## src/rtl/lsu_pkg.sv

```systemverilog
`default_nettype none
// ============================================================================
// lsu_pkg : shared memory-op / data-type encodings and LSU state type
// Revision: 1.0
// ============================================================================
package lsu_pkg;

   localparam logic [1:0] MEM_LD = 2'b10;
   localparam logic [1:0] MEM_ST = 2'b01;

   localparam logic [1:0] DT_W   = 2'b00;
   localparam logic [1:0] DT_H   = 2'b01;
   localparam logic [1:0] DT_B   = 2'b10;

   typedef enum logic [2:0] {
      ST_IDLE  = 3'd0,
      ST_REQ0  = 3'd1,
      ST_WAIT0 = 3'd2,
      ST_REQ1  = 3'd3,
      ST_WAIT1 = 3'd4,
      ST_DONE  = 3'd5
   } lsu_state_e;

   // Encoding 2'b11 behaves as a full word.
   function automatic logic [3:0] size_mask(input logic [1:0] dt);
      case (dt)
         DT_H:    size_mask = 4'b0011;
         DT_B:    size_mask = 4'b0001;
         default: size_mask = 4'b1111;
      endcase
   endfunction

endpackage
`default_nettype wire

```

## src/rtl/lsu_ctrl_if.sv

```systemverilog
`default_nettype none
// ============================================================================
// lsu_ctrl_if : word-wide req/gnt/rvalid memory bus between LSU and memory
// Revision: 1.0
// ============================================================================
interface lsu_ctrl_if;

   logic        req;
   logic        we;
   logic [31:0] addr;
   logic [31:0] wdata;
   logic [3:0]  bmask;
   logic        gnt;
   logic        rvalid;
   logic [31:0] rdata;

   modport master (
      output req, we, addr, wdata, bmask,
      input  gnt, rvalid, rdata
   );

   modport slave (
      input  req, we, addr, wdata, bmask,
      output gnt, rvalid, rdata
   );

endinterface
`default_nettype wire

```

## src/rtl/lsu_align.sv

```systemverilog
`default_nettype none
// ============================================================================
// lsu_align : lane positioning for stores, misalign detect, load merge/extend
// Revision: 1.0
// ============================================================================
module lsu_align
   import lsu_pkg::*;
(
   input  logic [1:0]  i_data_type,
   input  logic        i_unsigned,
   input  logic [1:0]  i_off,
   input  logic [31:0] i_wdata,
   input  logic [31:0] i_r0,
   input  logic [31:0] i_r1,
   output logic        o_misalign,
   output logic [7:0]  o_bmask,
   output logic [63:0] o_wdata,
   output logic [31:0] o_ld_data
);

   logic [3:0]  w_size;
   logic [4:0]  w_shamt;
   logic [31:0] w_ld_raw;

   always_comb begin
      w_size     = size_mask(i_data_type);
      w_shamt    = {i_off, 3'b000};
      o_misalign = ((w_size == 4'b1111) && (i_off != 2'b00)) ||
                   ((w_size == 4'b0011) && (i_off == 2'b11));
      // Upper half of each shifted vector is the second beat's lanes.
      o_bmask    = {4'b0000, w_size} << i_off;
      o_wdata    = {32'h0, i_wdata} << w_shamt;
      w_ld_raw   = 32'({i_r1, i_r0} >> w_shamt);
      case (i_data_type)
         DT_B:    o_ld_data = {{24{~i_unsigned & w_ld_raw[7]}},  w_ld_raw[7:0]};
         DT_H:    o_ld_data = {{16{~i_unsigned & w_ld_raw[15]}}, w_ld_raw[15:0]};
         default: o_ld_data = w_ld_raw;
      endcase
   end

endmodule
`default_nettype wire

```

## src/rtl/lsu_ctrl.sv

```systemverilog
`default_nettype none
// ============================================================================
// lsu_ctrl : load/store unit; drives memory bus, splits misaligned accesses
// Revision: 1.0
// ============================================================================
module lsu_ctrl
   import lsu_pkg::*;
#(
   parameter bit SPLIT_EN = 1'b1
)(
   input  logic        i_clk,
   input  logic        i_rst_n,
   input  logic        i_req_vld,
   input  logic [1:0]  i_mem_wren,
   input  logic [1:0]  i_data_type,
   input  logic        i_unsigned,
   input  logic [31:0] i_addr,
   input  logic [31:0] i_wdata,
   output logic        o_stall,
   output logic        o_ld_vld,
   output logic [31:0] o_ld_data,
   output logic        o_misalign,
   lsu_ctrl_if.master  bus
);

   lsu_state_e  state_q, state_d;
   logic        is_load_q, is_load_d;
   logic [1:0]  dtype_q, dtype_d;
   logic        unsigned_q, unsigned_d;
   logic [1:0]  off_q, off_d;
   logic [29:0] base_q, base_d;
   logic        split_q, split_d;
   logic        misalign_q, misalign_d;
   logic [31:0] r0_q, r0_d;
   logic [3:0]  bmask_hi_q, bmask_hi_d;
   logic [31:0] wdata_hi_q, wdata_hi_d;
   logic        bus_req_q, bus_req_d;
   logic        bus_we_q, bus_we_d;
   logic [31:0] bus_addr_q, bus_addr_d;
   logic [31:0] bus_wdata_q, bus_wdata_d;
   logic [3:0]  bus_bmask_q, bus_bmask_d;
   logic [31:0] ld_data_q, ld_data_d;

   logic        w_idle;
   logic        w_wait1;
   logic        w_mem_op;
   logic        w_is_ld;
   logic [1:0]  w_al_dtype;
   logic [1:0]  w_al_off;
   logic [31:0] w_al_r0;
   logic [31:0] w_al_r1;
   logic        w_misalign;
   logic [7:0]  w_bmask;
   logic [63:0] w_wdata;
   logic [31:0] w_ld_data;
   logic [31:0] w_beat1_addr;

   assign w_idle       = (state_q == ST_IDLE);
   assign w_wait1      = (state_q == ST_WAIT1);
   assign w_is_ld      = (i_mem_wren == MEM_LD);
   assign w_mem_op     = i_req_vld & (w_is_ld | (i_mem_wren == MEM_ST));
   assign w_beat1_addr = {base_q + 30'd1, 2'b00};

   // Store lanes come from the live inputs at accept; load merge uses latched fields.
   assign w_al_dtype = w_idle  ? i_data_type  : dtype_q;
   assign w_al_off   = w_idle  ? i_addr[1:0]  : off_q;
   assign w_al_r0    = w_wait1 ? r0_q         : bus.rdata;
   assign w_al_r1    = w_wait1 ? bus.rdata    : 32'h0;

   lsu_align u_align (
      .i_data_type (w_al_dtype),
      .i_unsigned  (unsigned_q),
      .i_off       (w_al_off),
      .i_wdata     (i_wdata),
      .i_r0        (w_al_r0),
      .i_r1        (w_al_r1),
      .o_misalign  (w_misalign),
      .o_bmask     (w_bmask),
      .o_wdata     (w_wdata),
      .o_ld_data   (w_ld_data)
   );

   always_ff @(posedge i_clk or negedge i_rst_n) begin
      if (!i_rst_n) begin
         state_q     <= ST_IDLE;
         is_load_q   <= 1'b0;
         dtype_q     <= 2'b00;
         unsigned_q  <= 1'b0;
         off_q       <= 2'b00;
         base_q      <= '0;
         split_q     <= 1'b0;
         misalign_q  <= 1'b0;
         r0_q        <= '0;
         bmask_hi_q  <= '0;
         wdata_hi_q  <= '0;
         bus_req_q   <= 1'b0;
         bus_we_q    <= 1'b0;
         bus_addr_q  <= '0;
         bus_wdata_q <= '0;
         bus_bmask_q <= '0;
         ld_data_q   <= '0;
      end else begin
         state_q     <= state_d;
         is_load_q   <= is_load_d;
         dtype_q     <= dtype_d;
         unsigned_q  <= unsigned_d;
         off_q       <= off_d;
         base_q      <= base_d;
         split_q     <= split_d;
         misalign_q  <= misalign_d;
         r0_q        <= r0_d;
         bmask_hi_q  <= bmask_hi_d;
         wdata_hi_q  <= wdata_hi_d;
         bus_req_q   <= bus_req_d;
         bus_we_q    <= bus_we_d;
         bus_addr_q  <= bus_addr_d;
         bus_wdata_q <= bus_wdata_d;
         bus_bmask_q <= bus_bmask_d;
         ld_data_q   <= ld_data_d;
      end
   end

   always_comb begin
      state_d     = state_q;
      is_load_d   = is_load_q;
      dtype_d     = dtype_q;
      unsigned_d  = unsigned_q;
      off_d       = off_q;
      base_d      = base_q;
      split_d     = split_q;
      misalign_d  = misalign_q;
      r0_d        = r0_q;
      bmask_hi_d  = bmask_hi_q;
      wdata_hi_d  = wdata_hi_q;
      bus_req_d   = bus_req_q;
      bus_we_d    = bus_we_q;
      bus_addr_d  = bus_addr_q;
      bus_wdata_d = bus_wdata_q;
      bus_bmask_d = bus_bmask_q;
      ld_data_d   = ld_data_q;

      case (state_q)
         ST_IDLE: begin
            if (w_mem_op) begin
               is_load_d  = w_is_ld;
               dtype_d    = i_data_type;
               unsigned_d = i_unsigned;
               off_d      = i_addr[1:0];
               base_d     = i_addr[31:2];
               split_d    = w_misalign & SPLIT_EN;
               misalign_d = w_misalign & ~SPLIT_EN;
               bmask_hi_d = w_bmask[7:4];
               wdata_hi_d = w_wdata[63:32];
               if (w_misalign && !SPLIT_EN) begin
                  state_d = ST_DONE;
                  if (w_is_ld) begin
                     ld_data_d = '0;
                  end
               end else begin
                  state_d     = ST_REQ0;
                  bus_req_d   = 1'b1;
                  bus_we_d    = ~w_is_ld;
                  bus_addr_d  = {i_addr[31:2], 2'b00};
                  bus_wdata_d = w_is_ld ? 32'h0 : w_wdata[31:0];
                  bus_bmask_d = w_is_ld ? 4'b1111 : w_bmask[3:0];
               end
            end
         end
         ST_REQ0: begin
            if (bus.gnt) begin
               if (is_load_q) begin
                  state_d   = ST_WAIT0;
                  bus_req_d = 1'b0;
               end else if (split_q) begin
                  // Request stays up; second store beat goes out back-to-back.
                  state_d     = ST_REQ1;
                  bus_addr_d  = w_beat1_addr;
                  bus_wdata_d = wdata_hi_q;
                  bus_bmask_d = bmask_hi_q;
               end else begin
                  state_d   = ST_DONE;
                  bus_req_d = 1'b0;
               end
            end
         end
         ST_WAIT0: begin
            if (bus.rvalid) begin
               r0_d = bus.rdata;
               if (split_q) begin
                  state_d    = ST_REQ1;
                  bus_req_d  = 1'b1;
                  bus_addr_d = w_beat1_addr;
               end else begin
                  state_d   = ST_DONE;
                  ld_data_d = w_ld_data;
               end
            end
         end
         ST_REQ1: begin
            if (bus.gnt) begin
               bus_req_d = 1'b0;
               state_d   = is_load_q ? ST_WAIT1 : ST_DONE;
            end
         end
         ST_WAIT1: begin
            if (bus.rvalid) begin
               state_d   = ST_DONE;
               ld_data_d = w_ld_data;
            end
         end
         ST_DONE: begin
            state_d = ST_IDLE;
         end
         default: begin
            state_d = ST_IDLE;
         end
      endcase
   end

   // Gated by reset so the pipeline is released the moment reset asserts.
   assign o_stall    = w_idle ? (w_mem_op & i_rst_n) : (state_q != ST_DONE);
   assign o_ld_vld   = (state_q == ST_DONE) & is_load_q;
   assign o_misalign = (state_q == ST_DONE) & misalign_q;
   assign o_ld_data  = ld_data_q;

   assign bus.req    = bus_req_q;
   assign bus.we     = bus_we_q;
   assign bus.addr   = bus_addr_q;
   assign bus.wdata  = bus_wdata_q;
   assign bus.bmask  = bus_bmask_q;

endmodule
`default_nettype wire

```

## src/flat_wrapper.sv

```systemverilog
// flat-port wrapper written by rule: the top's interface ports become plain ports
module lsu_ctrl_flat import lsu_pkg::*;
#(
   parameter bit SPLIT_EN = 1'b1
)
  (i_clk, i_rst_n, i_req_vld, i_mem_wren, i_data_type, i_unsigned, i_addr, i_wdata, o_stall, o_ld_vld, o_ld_data, o_misalign, bus_req, bus_we, bus_addr, bus_wdata, bus_bmask, bus_gnt, bus_rvalid, bus_rdata);
  lsu_ctrl_if bus_i ();
  input  logic i_clk;
  input  logic i_rst_n;
  input  logic i_req_vld;
  input  logic [1:0] i_mem_wren;
  input  logic [1:0] i_data_type;
  input  logic i_unsigned;
  input  logic [31:0] i_addr;
  input  logic [31:0] i_wdata;
  output logic o_stall;
  output logic o_ld_vld;
  output logic [31:0] o_ld_data;
  output logic o_misalign;
  output wire logic [$bits(bus_i.req)-1:0] bus_req;
  output wire logic [$bits(bus_i.we)-1:0] bus_we;
  output wire logic [$bits(bus_i.addr)-1:0] bus_addr;
  output wire logic [$bits(bus_i.wdata)-1:0] bus_wdata;
  output wire logic [$bits(bus_i.bmask)-1:0] bus_bmask;
  input wire logic [$bits(bus_i.gnt)-1:0] bus_gnt;
  input wire logic [$bits(bus_i.rvalid)-1:0] bus_rvalid;
  input wire logic [$bits(bus_i.rdata)-1:0] bus_rdata;
  assign bus_req = bus_i.req;
  assign bus_we = bus_i.we;
  assign bus_addr = bus_i.addr;
  assign bus_wdata = bus_i.wdata;
  assign bus_bmask = bus_i.bmask;
  assign bus_i.gnt = bus_gnt;
  assign bus_i.rvalid = bus_rvalid;
  assign bus_i.rdata = bus_rdata;
  lsu_ctrl #(.SPLIT_EN(SPLIT_EN)) u_core (.i_clk(i_clk), .i_rst_n(i_rst_n), .i_req_vld(i_req_vld), .i_mem_wren(i_mem_wren), .i_data_type(i_data_type), .i_unsigned(i_unsigned), .i_addr(i_addr), .i_wdata(i_wdata), .o_stall(o_stall), .o_ld_vld(o_ld_vld), .o_ld_data(o_ld_data), .o_misalign(o_misalign), .bus(bus_i));
endmodule
```

## config.mk

```make
export PLATFORM = sky130hd
export DESIGN_NAME = lsu_ctrl_flat
export DESIGN_NICKNAME = d
export VERILOG_FILES = /design/src/rtl/lsu_pkg.sv /design/src/rtl/lsu_ctrl_if.sv /design/src/rtl/lsu_align.sv /design/src/rtl/lsu_ctrl.sv /design/src/flat_wrapper.sv
export SDC_FILE = /design/constraint.sdc
export NUM_CORES = 1
export LEC_CHECK = 0
export ABC_AREA = 1
export CAP_MARGIN = 20
export CORE_ASPECT_RATIO = 1.1
export CORE_UTILIZATION = 40
export CTS_BUF_LIST = sky130_fd_sc_hd__clkbuf_8 sky130_fd_sc_hd__clkbuf_16
export DETAILED_ROUTE_END_ITERATION = 7
export GPL_TIMING_DRIVEN = 0
export MAX_ROUTING_LAYER = met4
export PLACE_DENSITY = 0.65
export SETUP_SLACK_MARGIN = 0.4
export SLEW_MARGIN = 20
export SYNTH_ARGS = -nofsm -noshare
export SYNTH_HDL_FRONTEND = slang
export SYNTH_HIERARCHICAL = 1
export SYNTH_SLANG_ARGS = --single-unit
```

## constraint.sdc

```tcl
create_clock -name i_clk -period 6.4 [get_ports i_clk]
set_clock_uncertainty 0.05 [all_clocks]
set_input_delay 0.96 -clock i_clk [delete_from_list [all_inputs] [get_ports i_clk]]
set_output_delay 0.96 -clock i_clk [all_outputs]
set_load 0.01 [all_outputs]
```

==> impl_summary.txt <==
----------------------------------------------------
[Placement]
  Count of port buffers added during placement ... 206
  Detailed placer's ending HPWL ... 33900 um
  Weighted congestion at the end of routability-driven global placement ... 1.01
  Number of placed cells counting well taps ... 2522

[Outcome]
  Outcome ... finished clean

[Floorplanning]
  Die H ... 187 um
  Ports ... 211
  Starting Density ... 40.7%
  Floorplan die area ... 0.0319 mm^2
  Number of standard-cell rows in the floorplan ... 67
  Core Area ... 0.0306 mm^2
  Floorplan die width ... 170 um

[Hold path]
  Min-Delay Path Class ... in -> async

[Setup path]
  Worst-path cell chain ... clkdlybuf4s50_1 > inv_1 > ha_1 > nor2_1 > nand2_1 > inv_1 > clkbuf_1 > nand2_1 > o21ai_0 > clkdlybuf4s50_1
  Data arrival, critical path ... 3.52 ns
  Crit path largest cell delay ... 0.61 ns
  R2r setup slk ... 3.17 ns
  Required time of the critical path ... 5.39 ns
  Family of cells with the greatest summed delay on the critical path ... buffers and inverters
  Critical path's slowest cell ... clkdlybuf4s50_1
  Worst setup path category ... in -> out
  Worst Reg-to-Reg Cells ... 14
  Total buffers and inverters traversed by the critical path ... 5
  Nature of the critical path startpoint ... primary input
  Sort of element at the end of the critical path ... primary output
  Worst-path maximum fanout ... 10
  Worst r2r src ... u_core/state_q[1]$_DFFE_PN0P_
  Endpoint of the worst-slack reg-to-reg timing path ... u_core/o_ld_data[8]$_DFFE_PN0P_
  Number of stages on the worst setup path ... 10

[STA]
  Tcrit/Tclk final ... 70.7%
  Final setup violating endpoints ... 0
  Final period demand of the worst path ... 4.53 ns
  Final Hold Violating Endpoints ... 0
  Timing-limited maximum frequency ... 0.221 GHz
  Pins Over Slew Limit ... 0
  Setup repair after global routing missed its margin ... false
  Worst-case hold slack ... 0.303 ns
  Slew at the pin with the worst max-slew slack ... 0.828 ns
  Worst slew margin relative to its limit ... 44.8%

[Finish]
  Fin nets ... 2246
  Layout cell share with drive strength beyond 1 ... 5.76%
  Antenna diode count ... 0
  Area growth from synthesis to layout ... 27.9%
  Layout Utilization ... 52.1%
  Most common cell after layout, fill and taps aside ... nand2_1
  Most used cells in the layout excluding fill and tap cells ... 846 x nand2_1, 208 x dfrtp_1, 205 x clkdlybuf4s50_1
  Cell Count, Final, Fillers Out ... 2568
  Number of filler cells placed in the layout ... 3158

[Route]
  Routed wire length on met2 ... 21200 um
  Aggregate routed wire length ... 44100 um
  Router iterations before antenna repair ... 6
  DRC violations left ... 0
  Drt via density ... 4.99
  DRC violation total after the first TritonRoute iteration ... 945
  Uppermost layer routed ... met4
  Number of vias in the routed layout ... 12800
  ANT nets after route ... 0
  Met3 routed wirelength ... 2130 um
  Met1 wire length ... 19100 um
  Routed length per instance ... 17.2 um

[Power and ir drop]
  Power, Total ... 8970 uW
  Standby leakage power ... 0.00824 uW
  Power Density ... 563 mW/mm^2
  Peak supply drop ... 0.255 mV

[Clock tree]
  Total clock buffers created by CTS ... 25
  Quantity of gates resized following cts ... 0
  Sink count of the clock tree ... 208
  Clock transition at path regs ... 0.06 ns
  Clock root buffer ... clkbuf_16
  Maximum level of the CTS H-tree ... 1
  Largest buffer count on any clock path ... 3
  Clock latency at the later pin of the worst-skew pair ... 0.56 ns
  Post-CTS setup buffers ... 0
  # hold bufs at CTS ... 0
  TritonCTS clock tree ... yes

[Synth]
  Syn Std Cell Area ... 0.0125 mm^2
  Yosys warnings ... 6
  Average cell area after synthesis ... 6.60 um^2
  Number of cells produced by synthesis ... 1890

[Global route]
  Via count of the first global-routing pass ... 12600
  First-pass GRT wire length ... 69000 um
  Number of antenna violations at the first check in global routing ... 0
  GRT Total Usage ... 28.9%
  Congestion Overflow GR ... 0
  Pin count of the biggest net entering global routing ... 74

[Run]
  Number of violations of the max-capacitance limit ... 0

----------------------------------------------------
-- cell type report --
class | instances | area (um^2) | share of cell area (%)
Buffer | 114 | 611 | 3.83
Clock inverter | 13 | 66.3 | 0.416
Inverter | 178 | 671 | 4.21
Sequential cell | 208 | 5200 | 32.6
Tap cell | 414 | 518 | 3.25
Timing Repair Buffer | 208 | 2120 | 13.3
Multi-Input combinational cell | 1400 | 6020 | 37.7
Clock buffer | 33 | 736 | 4.61
-- where the power goes --
group	internal [uW]	leakage (uW)	total (uW)	switching, uW
sequential	1930	0.00262	2310	374
clock	802	0.000424	1390	584
combinational	1900	0.00520	5280	3380
-- how the worst max path moves through the flow --
stage / start / end / slack (ns)
2_1_floorplan: i_mem_wren[0] / o_stall / 3.40
3_3_place_gp: i_rst_n / u_core/o_ld_data[30]$_DFFE_PN0P_ / -4.68
3_5_place_dp: i_mem_wren[0] / o_stall / 1.85
4_1_cts: i_mem_wren[0] / o_stall / 1.85
5_1_grt: i_mem_wren[0] / o_stall / 1.77
6_report: i_mem_wren[0] / o_stall / 1.87
-- flip-flops by register name, indices dropped and copies added (netlist names), 2 cells and up --
signal	count
u_core/wdata_hi_q	32
u_core/r0_q	32
u_core/o_ld_data	32
u_core/base_q	30
u_core/bus.bmask	4
u_core/state_q	3
u_core/dtype_q	2
u_core/bmask_hi_q	4
u_core/off_q	2
u_core/bus.wdata	32
u_core/bus.addr	30
-- per-layer routing --
layer  global-route usage [%]  vias to the layer above
met4                     11.0                        0
li1                         -                     6376
met2                     48.3                      396
met5                        -                        -
met1                     35.7                     5944
met3                     3.13                       99
-- metrics by stage --
step / TNS [ns] / setup slack [ns] / area [um^2]
after floorplan: 0 / 3.40 / 12500
after global placement: -973.43 / -4.68 / 15100
after detailed placement: 0 / 1.85 / 15100
after CTS: 0 / 1.85 / 15900
after global routing: 0 / 1.77 / 15900
final: 0 / 1.87 / 15900
Note: power is estimated with default switching activity, not from simulation.
